## src/rtl/mul_issue_ctrl.sv

```systemverilog
// Issue/collect stage in front of a fixed-latency multiplier: holds one request in flight,
// fires a single start pulse, captures the result after LAT cycles and holds it for writeback.
module mul_issue_ctrl #(
  parameter int LAT   = 3,
  parameter int TAG_W = 5
) (
  input  logic             clock,
  input  logic             reset,
  input  logic             io_flush,
  input  logic             io_in_valid,
  output logic             io_in_ready,
  input  logic [31:0]      io_in_a,
  input  logic [31:0]      io_in_b,
  input  logic [1:0]       io_in_op,
  input  logic [TAG_W-1:0] io_in_tag,
  output logic             io_mul_v,
  output logic [31:0]      io_mul_a,
  output logic [31:0]      io_mul_b,
  output logic [1:0]       io_mul_op,
  input  logic [31:0]      io_mul_res,
  output logic             io_out_valid,
  input  logic             io_out_ready,
  output logic [31:0]      io_out_res,
  output logic [TAG_W-1:0] io_out_tag
);

  localparam int CNT_W = $clog2(LAT + 1);

  typedef enum logic [1:0] {
    IDLE,
    BUSY,
    DONE
  } state_t;

  state_t           state;
  logic [CNT_W-1:0] cnt;
  logic [TAG_W-1:0] tag_q;
  logic             accept;
  logic             res_due;

  // A new request can enter while idle, or while the held result is leaving this cycle.
  assign io_in_ready = !io_flush && (state == IDLE || (state == DONE && io_out_ready));
  assign accept      = io_in_valid && io_in_ready;
  assign res_due     = (state == BUSY) && (cnt == CNT_W'(1));

  always_ff @(posedge clock or negedge reset) begin
    if (!reset) begin
      state        <= IDLE;
      cnt          <= '0;
      io_mul_v     <= 1'b0;
      io_out_valid <= 1'b0;
      io_mul_a     <= '0;
      io_mul_b     <= '0;
      io_mul_op    <= '0;
      tag_q        <= '0;
      io_out_res   <= '0;
      io_out_tag   <= '0;
    end else if (io_flush) begin
      state        <= IDLE;
      cnt          <= '0;
      io_mul_v     <= 1'b0;
      io_out_valid <= 1'b0;
    end else begin
      io_mul_v <= accept;
      if (accept) begin
        // Covers both the idle start and the zero-bubble restart from DONE.
        state        <= BUSY;
        cnt          <= CNT_W'(LAT);
        io_mul_a     <= io_in_a;
        io_mul_b     <= io_in_b;
        io_mul_op    <= io_in_op;
        tag_q        <= io_in_tag;
        io_out_valid <= 1'b0;
      end else begin
        case (state)
          BUSY: begin
            cnt <= cnt - CNT_W'(1);
            if (res_due) begin
              state        <= DONE;
              io_out_res   <= io_mul_res;
              io_out_tag   <= tag_q;
              io_out_valid <= 1'b1;
            end
          end
          DONE: begin
            if (io_out_ready) begin
              state        <= IDLE;
              io_out_valid <= 1'b0;
            end
          end
          default: begin
          end
        endcase
      end
    end
  end

endmodule

```

## config.mk

```make
export PLATFORM = sky130hd
export DESIGN_NAME = mul_issue_ctrl
export DESIGN_NICKNAME = d
export VERILOG_FILES = /design/src/rtl/mul_issue_ctrl.sv
export SDC_FILE = /design/constraint.sdc
export NUM_CORES = 1
export LEC_CHECK = 0
export CELL_PAD_IN_SITES_DETAIL_PLACEMENT = 1
export CELL_PAD_IN_SITES_GLOBAL_PLACEMENT = 1
export CORE_UTILIZATION = 31
export DETAILED_ROUTE_END_ITERATION = 8
export GPL_TIMING_DRIVEN = 0
export PLACE_DENSITY = 0.9
export SLEW_MARGIN = 20
export SYNTH_ARGS = -nofsm -noshare
export SYNTH_HDL_FRONTEND = slang
export SYNTH_SLANG_ARGS = --single-unit
```

## constraint.sdc

```tcl
create_clock -name clock -period 2.6 [get_ports clock]
set_input_delay 0.65 -clock clock [delete_from_list [all_inputs] [get_ports clock]]
set_output_delay 0.65 -clock clock [all_outputs]
set_load 0.01 [all_outputs]
```

# --- Word-level counts from Yosys, hierarchy flattened ---
# Cells that the tools add are included.
word_totals:
  register_bits: 114
  latchBits: 0
  ramBits: 0
  romBits: 0
  input_bits: 108
  output_inout_bits: 106
  elab_cells: 44
  n_memories: 0
classes:
  add_sub_neg: 1
  n_mul: 0
  n_div: 0
  magnitude_cmp: 0
  n_eq_ne: 5
  shifts: 0
  mux: 14
  bitwise_logic: 2
  reduce_logical: 12
ops:
  columns: ["operator", "n"]
  rows:
  - ["two-way mux 2 bit", 7]
  - ["inequality test 4 bit, second input constant", 2]
  - ["two-way mux 1 bit", 5]
  - ["== test 2 x 1 -> 1 bit, second input constant", 2]
  - ["logical AND 1 bit", 4]
  - ["one-hot mux 2 bit (2 select lines)", 1]
  - ["AND reduction 4 bit", 1]
  - ["nonzero test 4 bit", 1]
  - ["AND reduction 3 bit", 1]
  - ["nonzero test 3 bit", 1]
  - ["== test 2 bit, second input constant", 1]
  - ["zero test 2 bit", 1]
  - ["inverter 1 bit", 2]
  - ["one-hot mux 1 bit (2 select lines)", 1]
  - ["AND reduction 2 bit", 1]
  - ["subtractor 2 x 1 -> 2 bit, second input constant", 1]
  - ["zero test 1 bit", 1]
  - ["logical OR 1 bit", 1]

# --- Depth between registers and ports, before layout ---
logic_depth:
  word_depth: 7
  mapped_depth: 7
  ltp_nobuf: 5

# --- Worst setup path before layout ---
# OpenSTA, ideal clock, no wires.
synth_path:
  path_type: "register to register"
  startpoint: "register io_out_valid (netlist name)"
  endpoint: "register io_out_res[10]"
  setup_ns: 0.125
  arrival_ns: 1.857
  required_time_ns: 2.475
  slack_ns: 0.618
  stages_incl_launch_ff: 7
  n_path_buf: 1
  period_less_slack_ns: 1.982
  cell_sequence: "dfrtp_1 > inv_1 > ha_1 > a21o_1 > a211oi_4 > buf_6 > mux2_2"
synth_lines:
  columns: ["element", "line_no", "source"]
  rows:
  - ["end signal: assignment", "80", "io_out_res <= io_mul_res;"]
  - ["end: declaration", "23", "output logic [31:0] io_out_res,"]

# --- Worst setup path in the final report ---
layout_path:
  startpoint: "input io_out_ready"
  endpoint: "register io_out_res[3]"
layout_via:
  elab_chain_len: 6
layout_lines:
  columns: ["element", "line_no", "source"]
  rows:
  - ["start: declaration", "22", "input logic io_out_ready,"]
  - ["logical AND 1 bit", "42", "assign io_in_ready = !io_flush && (state == IDLE || (state == DONE && io_out_ready));"]
  - ["logical OR 1 bit", "42", null]
  - ["logical AND 1 bit", "42", null]
  - ["logical AND 1 bit", "43", "assign accept = io_in_valid && io_in_ready;"]
  - ["inverter 1 bit (no source line)", null, null]
  - ["AND reduction 4 bit (no source line)", null, null]
# No other way between the ends.
# A chain may end at the register's enable or synchronous reset.

==> flow_summary.yaml <==
outcome:
  status: "complete, no violations"
placed_design:
  portBuffers: 213
  hpwl_um: 9085
  placedCellCount: 646
  place_congestion: 0.7139
power:
  p_sw_uw: 2606
  peakVddDrop_mv: 0.5996
  p_clk_frac: 0.257
  p_leak_uw: 0.003066
  p_seq_frac: 0.340
  combPwrFrac: 0.403
  finalPower_uw: 9143
  p_int_uw: 6536
  switching_share: 0.2850
  p_per_area_nw_per_um2: 1252
setup_path:
  slowest_stage: "a211oi_4"
  cp_data_arrival_time_ps: 2770
  worst-path-buf-inv: 3
  crit_path_cell_trace: "clkdlybuf4s50_1 > a21o_1 > buf_4 > a211oi_4 > buf_6 > mux2_2"
  worst_path_largest_cell_delay_ps: 680
  start_kind: "primary input"
  path_delay_family: "compound AO/OA/AOI/OAI gates"
  crit_fanout: 10
  endpoint_kind: "flip-flop"
  critPathRequiredTime_ps: 2880
  worstSetupPathType: "primary input to flip-flop"
clock_network:
  clk_latency_ps: 400
  cts_buffer_depth: 2
  htree_levels: 4
  path_clk_slew_ps: 50
  numCtsBuffers: 17
  cts_sinks: 113
  cts_tree: "done"
  hold_buffers: 0
  root_buffer: "clkbuf_16"
sta:
  fin_crit_ps: 2490
  slew_violations: 0
  rsz0062_at_grt: "no"
  holdWs_ps: 209.0
  period_share: 0.9579
  clock_skew_ps: 4.731
  setup_violations: 0
  hold_viol_final: 0
  slew_headroom: 0.4856
  tns_ps: 0
  worst_pin_slew_ps: 769.1
  fmax_ghz: 0.4015
finish:
  regArea_um2: 2828
  syn_to_final_growth_pct: 69.41
  fillers: 1315
  final_cells: 679
  multi_input_area_um2: 1395
  n_antenna_cell: 0
  fin_util: 0.5451
  layout.nets: 602
  layout-drive-gt1-share: 0.3062
floorplanning:
  die_width_um: 119.9
  dieArea_um2: 14380
  pin_count: 214
  initial_core_util: 0.3218
  die_h_um: 119.9
  fp-row-count: 42
  core_area_um2: 13400
global_route:
  grt_overflow_total: 0
  grt_max_degree: 58
  grt_pass1_wl_um: 19210
  grt_usage: 0.1784
  grt_pass1_vias: 3541
  antenna_found_initial: 0
yosys:
  avgSynthCellArea_um2: 16.84
  yosysSeqAreaShare: 0.6558
  synth_fp_nets: 368
  syn_inst: 256
  ys_seq_elements: 113
  synth_cell_types: 20
  synth_area_um2: 4312
  yosys_warnings: 0
hold_path:
  hold_path_class: "primary input to asynchronous set/reset pin"
routing:
  vias: 3065
  drc: 0
  wl_um: 12150
  viasPerCell: 4.514
  detail_route.wl_per_cell_um: 17.90
  drt_iter0_markers: 73
  drtPass1Iterations: 2
  ant_nets: 0
job:
  max-cap-violations: 0
cells in the final DEF (no fill, tap or decap):
master	netlist	final
clkdlybuf4s50_1	0	211
dfrtp_1	113	113
mux2_2	106	106
clkbuf_16	0	17
buf_2	8	8
clkinv_2	0	6
inv_1	4	4
buf_6	3	4
ha_1	4	4
bufinv_16	0	3
clkbuf_8	0	3
a21o_1	2	2
mux2_1	2	2
nand2b_1	2	2
a31o_2	2	2
clkinvlp_4	0	2
and3_1	1	1
and2_1	1	1
nand2_1	1	1
a211oi_4	1	1
nand3_1	1	1
xor2_1	1	1
nand3b_1	1	1
a221oi_1	1	1
mux2i_1	1	1
o21bai_1	1	1
clkbuf_1	0	1
buf_16	0	1
dlygate4sd2_1	0	1
buf_4	0	1
cells by family after synthesis:
| kind of cell | count (synthesis) | synth area share |
|---|---|---|
| buffers and inverters | 15 | 0.02060 |
| AO/OA/AOI/OAI | 7 | 0.01596 |
| XOR/XNOR | 1 | 0.002032 |
| adder cells (fa/ha/maj) | 4 | 0.01161 |
| flip-flops | 113 | 0.6558 |
| multiplexers | 109 | 0.2844 |
| AND/OR/NAND/NOR | 7 | 0.009576 |
power by group through the flow:
stage / logic [uW] / registers [uW] / clock network, uW
6_report: 3690 / 3110 / 2350
5_1_grt: 3920 / 3230 / 2500
4_1_cts: 3750 / 3130 / 2410
3_5_place_dp: 3700 / 3140 / 0
3_3_place_gp: 3560 / 3050 / 0
2_1_floorplan: 1140 / 3460 / 0
flip-flops by register name (all words and copies together) (netlist names):
name	cells
io_mul_a	32
cnt	2
io_out_res	32
state	1
io_mul_v	1
io_out_tag	5
tag_q	5
io_out_valid	1
io_mul_op	2
io_mul_b	32
per-layer routing:
metal | GRT usage | vias to the layer above | routed length, um
met5 | 0 | - | 0
met3 | 0.07319 | 19 | 1086
met1 | 0.1822 | 1512 | 4482
met4 | 0.07891 | 0 | 193
li1 | - | 1380 | -
met2 | 0.3168 | 154 | 6389
synthesized netlist by cell type:
| cell type | number | area share |
|---|---|---|
| mux2_1 | 2 | 0.0052 |
| nand3b_1 | 1 | 0.0017 |
| and3_1 | 1 | 0.0015 |
| nand2_1 | 1 | 0.00087 |
| ha_1 | 4 | 0.012 |
| dfrtp_1 | 113 | 0.66 |
| a211oi_4 | 1 | 0.0046 |
| o21bai_1 | 1 | 0.0017 |
| mux2i_1 | 1 | 0.0023 |
| a31o_2 | 2 | 0.0041 |
| xor2_1 | 1 | 0.0020 |
| a21o_1 | 2 | 0.0035 |
| nand3_1 | 1 | 0.0012 |
| mux2_2 | 106 | 0.28 |
| nand2b_1 | 2 | 0.0029 |
| buf_6 | 3 | 0.0078 |
| a221oi_1 | 1 | 0.0020 |
| buf_2 | 8 | 0.0093 |
| and2_1 | 1 | 0.0015 |
| inv_1 | 4 | 0.0035 |
metrics by stage:
stage                     area [um^2]  setup WS, ps
after CTS                        7305         79.56
after detailed placement         6693        -296.1
after global placement           6664         -3275
after global routing             7305         12.85
after floorplan                  4312         618.3
final                            7305         109.6
path summary, 6_finish.rpt:
check | start | endpoint | slack, ps | cells past startpoint
max | io_out_ready | io_out_res[3] | 110 | 6
min | reset | io_out_res[9] | 210 | 1
max reg2reg | state[0] | io_out_res[3] | 190 | 7
min reg2reg | io_out_res[30] | io_out_res[30] | 500 | 1
max in group asynchronous | reset | io_mul_b[27] | 1720 | 2
min in group clock | io_out_res[30] | io_out_res[30] | 500 | 1
cell type report:
cell class | count | share of cell area
buffer | 11 | 0.01011
clock inverter | 11 | 0.01850
multi-input combinational | 128 | 0.1910
sequential | 113 | 0.3871
tap | 176 | 0.03015
inverter | 4 | 0.002055
timing repair buffer | 215 | 0.2967
clock buffer | 21 | 0.06441
timing repair:
action | in CTS | in global routing
resized for setup | 1 | 0
buffers inserted | 1 | 0
endpoints found under the setup margin | 1 | 0
Power figures use the tool's default switching activity.
